### src/rtl/playseq_unidade_controle.sv
// PlaySeq control unit: Moore FSM that sequences one game (preview, moves, compare, grow).
// Strobes are registered from the next state, so they line up with db_estado.
module playseq_unidade_controle #(
  parameter bit PREVIEW_EN = 1'b1
) (
  input  logic       clock,
  input  logic       reset_n,
  input  logic       iniciar,
  input  logic       fimE,
  input  logic       fimS,
  input  logic       igual,
  input  logic       enderecoIgualSequencia,
  input  logic       tem_jogada,
  input  logic       controle_timeout,
  input  logic       controle_timeout_led,
  input  logic       pare,
  input  logic       vai_escrever,
  output logic       zeraE,
  output logic       contaE,
  output logic       zeraS,
  output logic       contaS,
  output logic       carregaS,
  output logic       zeraR,
  output logic       registraR,
  output logic       zeraT,
  output logic       contaT,
  output logic       zeraT_leds,
  output logic       contaT_leds,
  output logic       zeraJ,
  output logic       contaJ,
  output logic       controla_leds,
  output logic       fase_preview,
  output logic       ram_escreve,
  output logic       acertou,
  output logic       errou,
  output logic       timeout,
  output logic       pronto,
  output logic       sessao_fim,
  output logic [4:0] db_estado
);

  typedef enum logic [4:0] {
    INICIAL        = 5'h00, PREPARACAO     = 5'h01, INICIO_RODADA  = 5'h02,
    MOSTRA_LED     = 5'h03, APAGA_LED      = 5'h04, PROXIMO_LED    = 5'h05,
    FIM_PREVIEW    = 5'h06, ESPERA_JOGADA  = 5'h07, REGISTRA       = 5'h08,
    COMPARA        = 5'h09, PROXIMA_JOGADA = 5'h0A, ULTIMA_RODADA  = 5'h0B,
    PROXIMA_SEQ    = 5'h0C, CONTA_PARTIDA  = 5'h0D, FIM_ACERTOU    = 5'h0E,
    FIM_ERROU      = 5'h0F, FIM_TIMEOUT    = 5'h10
  } estado_t;

  typedef struct packed {
    logic zeraE, contaE, zeraS, contaS, carregaS, zeraR, registraR;
    logic zeraT, contaT, zeraT_leds, contaT_leds, zeraJ, contaJ;
    logic controla_leds, fase_preview, acertou, errou, timeout, pronto;
  } ctl_t;

  estado_t estado, prox;
  ctl_t    ctl;

  function automatic ctl_t decode(estado_t s);
    ctl_t c;
    c = '0;
    case (s)
      INICIAL:        c.zeraJ = 1'b1;
      PREPARACAO:     begin c.zeraE = 1'b1; c.carregaS = 1'b1; c.zeraR = 1'b1;
                            c.zeraT = 1'b1; c.zeraT_leds = 1'b1; end
      INICIO_RODADA:  begin c.zeraE = 1'b1; c.zeraT_leds = 1'b1; end
      MOSTRA_LED:     begin c.fase_preview = 1'b1; c.controla_leds = 1'b1; c.contaT_leds = 1'b1; end
      APAGA_LED:      begin c.fase_preview = 1'b1; c.contaT_leds = 1'b1; end
      PROXIMO_LED:    begin c.fase_preview = 1'b1; c.contaE = 1'b1; end
      FIM_PREVIEW:    begin c.zeraE = 1'b1; c.zeraT = 1'b1; end
      ESPERA_JOGADA:  c.contaT = 1'b1;
      REGISTRA:       c.registraR = 1'b1;
      PROXIMA_JOGADA: begin c.contaE = 1'b1; c.zeraT = 1'b1; end
      PROXIMA_SEQ:    begin c.contaS = 1'b1; c.zeraE = 1'b1; c.zeraT = 1'b1; end
      CONTA_PARTIDA:  c.contaJ = 1'b1;
      FIM_ACERTOU:    begin c.acertou = 1'b1; c.pronto = 1'b1; end
      FIM_ERROU:      begin c.errou = 1'b1; c.pronto = 1'b1; end
      FIM_TIMEOUT:    begin c.timeout = 1'b1; c.pronto = 1'b1; end
      default:        c = '0;
    endcase
    return c;
  endfunction

  always_comb begin
    prox = estado;
    case (estado)
      INICIAL:        if (iniciar) prox = PREPARACAO;
      PREPARACAO:     prox = INICIO_RODADA;
      INICIO_RODADA:  prox = PREVIEW_EN ? MOSTRA_LED : FIM_PREVIEW;
      MOSTRA_LED:     if (controle_timeout_led) prox = APAGA_LED;
      APAGA_LED:      if (controle_timeout_led)
                        prox = enderecoIgualSequencia ? FIM_PREVIEW : PROXIMO_LED;
      PROXIMO_LED:    prox = MOSTRA_LED;
      FIM_PREVIEW:    prox = ESPERA_JOGADA;
      // a move wins over a timeout arriving in the same cycle
      ESPERA_JOGADA:  if (tem_jogada) prox = REGISTRA;
                      else if (controle_timeout) prox = FIM_TIMEOUT;
      REGISTRA:       prox = COMPARA;
      COMPARA:        if (!igual && !vai_escrever) prox = FIM_ERROU;
                      else if (enderecoIgualSequencia) prox = ULTIMA_RODADA;
                      else prox = PROXIMA_JOGADA;
      PROXIMA_JOGADA: prox = ESPERA_JOGADA;
      ULTIMA_RODADA:  prox = fimE ? CONTA_PARTIDA : PROXIMA_SEQ;
      PROXIMA_SEQ:    prox = INICIO_RODADA;
      CONTA_PARTIDA:  prox = FIM_ACERTOU;
      FIM_ACERTOU, FIM_ERROU, FIM_TIMEOUT:
                      if (iniciar) prox = PREPARACAO;
      default:        prox = INICIAL;
    endcase
  end

  always_ff @(posedge clock or negedge reset_n) begin
    if (!reset_n) begin
      estado <= INICIAL;
      ctl    <= decode(INICIAL);
    end else begin
      estado <= prox;
      ctl    <= decode(prox);
    end
  end

  assign {zeraE, contaE, zeraS, contaS, carregaS, zeraR, registraR} =
         {ctl.zeraE, ctl.contaE, ctl.zeraS, ctl.contaS, ctl.carregaS, ctl.zeraR, ctl.registraR};
  assign {zeraT, contaT, zeraT_leds, contaT_leds, zeraJ, contaJ} =
         {ctl.zeraT, ctl.contaT, ctl.zeraT_leds, ctl.contaT_leds, ctl.zeraJ, ctl.contaJ};
  assign {controla_leds, fase_preview, acertou, errou, timeout, pronto} =
         {ctl.controla_leds, ctl.fase_preview, ctl.acertou, ctl.errou, ctl.timeout, ctl.pronto};

  // the only input-dependent outputs: write enable and session end gated by state
  assign ram_escreve = (estado == REGISTRA) && vai_escrever;
  assign sessao_fim  = (estado == FIM_ACERTOU) && pare;
  assign db_estado   = estado;

  logic unused;
  assign unused = fimS;

endmodule
### config.mk
export PLATFORM = sky130hd
export DESIGN_NAME = playseq_unidade_controle
export DESIGN_NICKNAME = d
export VERILOG_FILES = /design/src/rtl/playseq_unidade_controle.sv
export SDC_FILE = /design/constraint.sdc
export NUM_CORES = 1
export LEC_CHECK = 0
export CORE_MARGIN = 8
export CORE_UTILIZATION = 48
export DETAILED_ROUTE_END_ITERATION = 10
export GPL_TIMING_DRIVEN = 0
export PLACE_DENSITY_LB_ADDON = 0.2
export SKIP_CTS_REPAIR_TIMING = 1
export SYNTH_ARGS = -nofsm -noshare
export SYNTH_HDL_FRONTEND = slang
export SYNTH_SLANG_ARGS = --single-unit
### constraint.sdc
create_clock -name clock -period 3.4 [get_ports clock]
set_input_delay 0.68 -clock clock [delete_from_list [all_inputs] [get_ports clock]]
set_output_delay 0.68 -clock clock [all_outputs]
set_load 0.02 [all_outputs]
After elaboration in Yosys (flattened, before gate mapping)
Index checks and enable logic that the tools add are counted.
W data, S select, Z words.
{"block": "op_classes", "reduce_logical": 18, "n_mux": 27, "eq_ne": 30}
{"operator": "$eq A5 B4 Y1 const B", "count": 14}
{"operator": "$pmux W5 S11", "count": 1}
{"operator": "$eq A5 B3 Y1 const B", "count": 8}
{"operator": "$mux W5", "count": 5}
{"operator": "$eq A5 B2 Y1 const B", "count": 4}
{"operator": "$mux W1", "count": 18}
{"operator": "$reduce_or A2 Y1", "count": 6}
{"operator": "$reduce_or A4 Y1", "count": 3}
{"operator": "$eq A5 B1 Y1 const B", "count": 2}
{"operator": "$eq A5 B5 Y1 const B", "count": 2}
{"operator": "$logic_not A5 Y1", "count": 2}
{"operator": "$reduce_or A3 Y1", "count": 2}
{"operator": "$mux W2", "count": 2}
{"operator": "$logic_and A1 B1 Y1", "count": 3}
{"operator": "$mux W3", "count": 1}
{"operator": "$logic_not A1 Y1", "count": 2}
{"block": "word_totals", "wordCells": 94, "inputBits": 12, "ff_bits": 23}

Longest topological paths before layout
{"block": "logic_depth", "depth_word": 7, "depth_mapped": 9, "depth_no_buf": 8}

Worst setup path before layout
Ideal clock, no wire load.
{"block": "synth_timing", "path_type": "register to output", "start": "register estado[4], in the netlist db_estado[4]", "end": "output port sessao_fim", "slack_ns": 1.188, "arrival_time_ns": 1.532, "stages_incl_launch_ff": 4, "n_path_buf": 1, "path_cell_list": "dfrtp_1 -> buf_4 -> or2b_1 -> nor4_1"}
{"block": "synth_between", "elab_chain_len": 2}
{"item": "from (decl)", "line": "57", "rtl": "estado_t estado, prox;"}
{"item": "from (signal assigned)", "line": "118", "rtl": "estado <= prox;"}
{"item": "$eq A5 B4 Y1", "line": "132", "rtl": "assign sessao_fim = (estado == FIM_ACERTOU) && pare;"}
{"item": "$logic_and A1 B1 Y1", "line": "132"}
{"item": "to (decl)", "line": "38", "rtl": "output logic sessao_fim,"}
No other way between the ends.

Worst setup path after layout
{"block": "layout_timing", "start": "input port pare", "end": "output port sessao_fim"}
{"block": "layout_between", "elab_chain_len": 1}
{"item": "from (decl)", "line": "16", "rtl": "input logic pare,"}
{"item": "$logic_and A1 B1 Y1", "line": "132"}
No other way between the ends.

==> flow_summary.toml <==
[global_route]
grt_pass1_vias = 1058
grt_pass1_wl_um = 4871
antenna_found_initial = 0
grt.overflow.total = 0
busiest_layer = "met2"
use_met3_pct = 5.085
grtUsageTotal_pct = 14.16
gr-usage-met1_pct = 18.02
met2_usage_pct = 21.37
grt_max_degree = 23

[timing]
hold_viol = 0
setup_ws_ns = 0.6225
fin_setup_tns_ns = 0
relSlewSlack_pct = 39.73
grt_setup_unrepaired = "false"
skew_ns = 0.003192
slew_violations = 0
final-setup-viol-count = 0
fmax_ghz = 0.3600
whs_ns = 0.7827
fin_crit_ns = 2.778
worst_pin_slew_ns = 0.9012
min_period_over_period_pct = 81.69

[yosys]
synth_area_leaders = "dfrtp_1 45%, nor3_1 3.0%, dfstp_2 2.3%, nor2_1 2.3%, a21oi_1 2.2%"
synth_common_cells = "21 x dfrtp_1, 7 x nor2_1, 7 x nor3_1"
synth_edf_count = 0
yosysSeqAreaShare_pct = 47.68
synth_top_area_share_pct = 45.41
avgSynthCellArea_um2 = 10.06
yosysMostFrequentCell = "dfrtp_1"
yosys_warnings = 0
synthFlopType = "dfrtp_1"
synth.distinct_cells = 50
syn_area_um2 = 1157
synth_nets = 127
yosys_register_bits = 22
synthArstFlopShare_pct = 100.0
synth_top_area_cell = "dfrtp_1"
syn_inst = 115

[clock_tree]
cts_buffers = 3
clock-root-buffer = "clkbuf_4"
clock-sinks = 22
clkTransAtPathRegs_ns = 0.11
cts_tree = "yes"
insertion_delay_ns = 0.29
cts.htree.levels = 1
clockBufferDepth = 2

[placed_design]
io_buffers = 35
place_worst_setup_slack_ns = 0.6047
dpl.cell_count = 178
post-dp-hpwl_um = 2229
gp_congestion = 0.9408

[drt]
remaining_drc_errors = 0
wl_per_cell_um = 15.60
ant_nets = 0
routed-via-count = 1033
wl_um = 2840
drt-vias-per-instance = 5.676
first_iter_violations = 23
first_pass_iters = 4

[outcome]
outcome = "finished clean"

[run]
maxCapViolCount = 0

[layout]
nets = 167
stdcell_count = 182
n_antenna_cell = 0
drive_gt1_share_pct = 14.94
area_delta_synth_final_pct = 36.43

[worst_setup_path]
setup.worst_path.end_class = "output pin"
cp-start-kind = "input pin"
reg2regPathDepth = 7
critPathArrivalTime_ns = 2.10
required_ns = 2.72
cp_max_fo = 1
worstSetupPathType = "input pin to output pin"

[min_path]
worstHoldPathType = "flip-flop to flip-flop"
hold_depth = 3

[floorplanning]
die_h_um = 65.11
start_util_pct = 51.33
dieWidth_um = 65.11
core_area_um2 = 2255
rows = 17
ios = 38
die_area_um2 = 4239

[power_and_ir_drop]
p_leak_nw = 0.6955
peakVddDrop_v = 0.0006502
pwr_density_cell_nw_per_um2 = 904.1
p_total_mw = 1.428
report_power, final:
| group | total (mW) | internal (mW) | switching (mW) |
|---|---|---|---|
| logic | 0.897 | 0.395 | 0.502 |
| registers | 0.394 | 0.341 | 0.0537 |
| clock network | 0.136 | 0.0652 | 0.0709 |
| total | 1.43 | 0.801 | 0.627 |
through the flow:
step                area, um^2  utilization [%]
floorplan                 1157                -
global route              1579            70.03
CTS                       1579            70.03
finish                    1579            70.03
detailed placement        1543            68.42
global placement          1543            68.42
flip-flops by register name, indices dropped and copies added (netlist names):
signal	cells
contaT_leds	1
contaJ	1
contaT	1
carregaS	1
db_estado	5
timeout	1
acertou	1
zeraE	1
errou	1
contaE	1
controla_leds	1
zeraT	1
fase_preview	1
contaS	1
zeraT_leds	1
pronto	1
zeraJ	1
registraR	1
final timing paths:
path                                     end          from  slack (ns)
worst min-delay path                  contaJ  db_estado[0]        0.78
min in group asynchronous           carregaS       reset_n        0.88
worst max register to register  fase_preview  db_estado[0]        1.25
max in group asynchronous              zeraT       reset_n        1.97
worst max-delay path              sessao_fim          pare        0.62
worst min register to register        contaJ  db_estado[0]        0.78
logic make-up (layout without fill, tap and decap cells):
group,after synthesis,after routing,synth area share (%)
compound gates,28,28,17.73
buf+inv,16,55,7.783
flops,22,22,47.68
mux,1,1,0.8649
other cells,1,1,0.3240
simple gates,47,47,25.62
placed cells by master, fill, tap and decap left out, drive strengths merged, types with 5 or more instances in the layout:
cell / Yosys / final
a21oi: 5 / 5
buf: 8 / 8
clkdlybuf4s50: 0 / 35
dfrtp: 21 / 21
inv: 8 / 8
nor2: 8 / 8
nor3: 8 / 8
critical path: stages:
cell and delay, ns:
clkdlybuf4s50_1 0.45, inv_1 0.04, nor4_1 0.27, clkdlybuf4s50_1 0.66
routing by layer:
metal | part of all wire [%] | wire length (um) | vias up
li1 | - | - | 495
met1 | 42 | 1196 | 495
met2 | 47 | 1337 | 37
met3 | 9.4 | 266 | 6
met4 | 1.4 | 40 | 0
met5 | 0 | 0 | -
area by class of cell:
class | instances | area, um^2
buffer | 8 | 60.06
clock buffer | 4 | 36.28
fill | 188 | 675.6
inverter | 8 | 30.03
multi-input combinational | 77 | 515.5
sequential | 22 | 551.8
tap | 28 | 35.03
timing repair buffer | 35 | 350.3
Note: power is estimated with default switching activity, not from simulation.
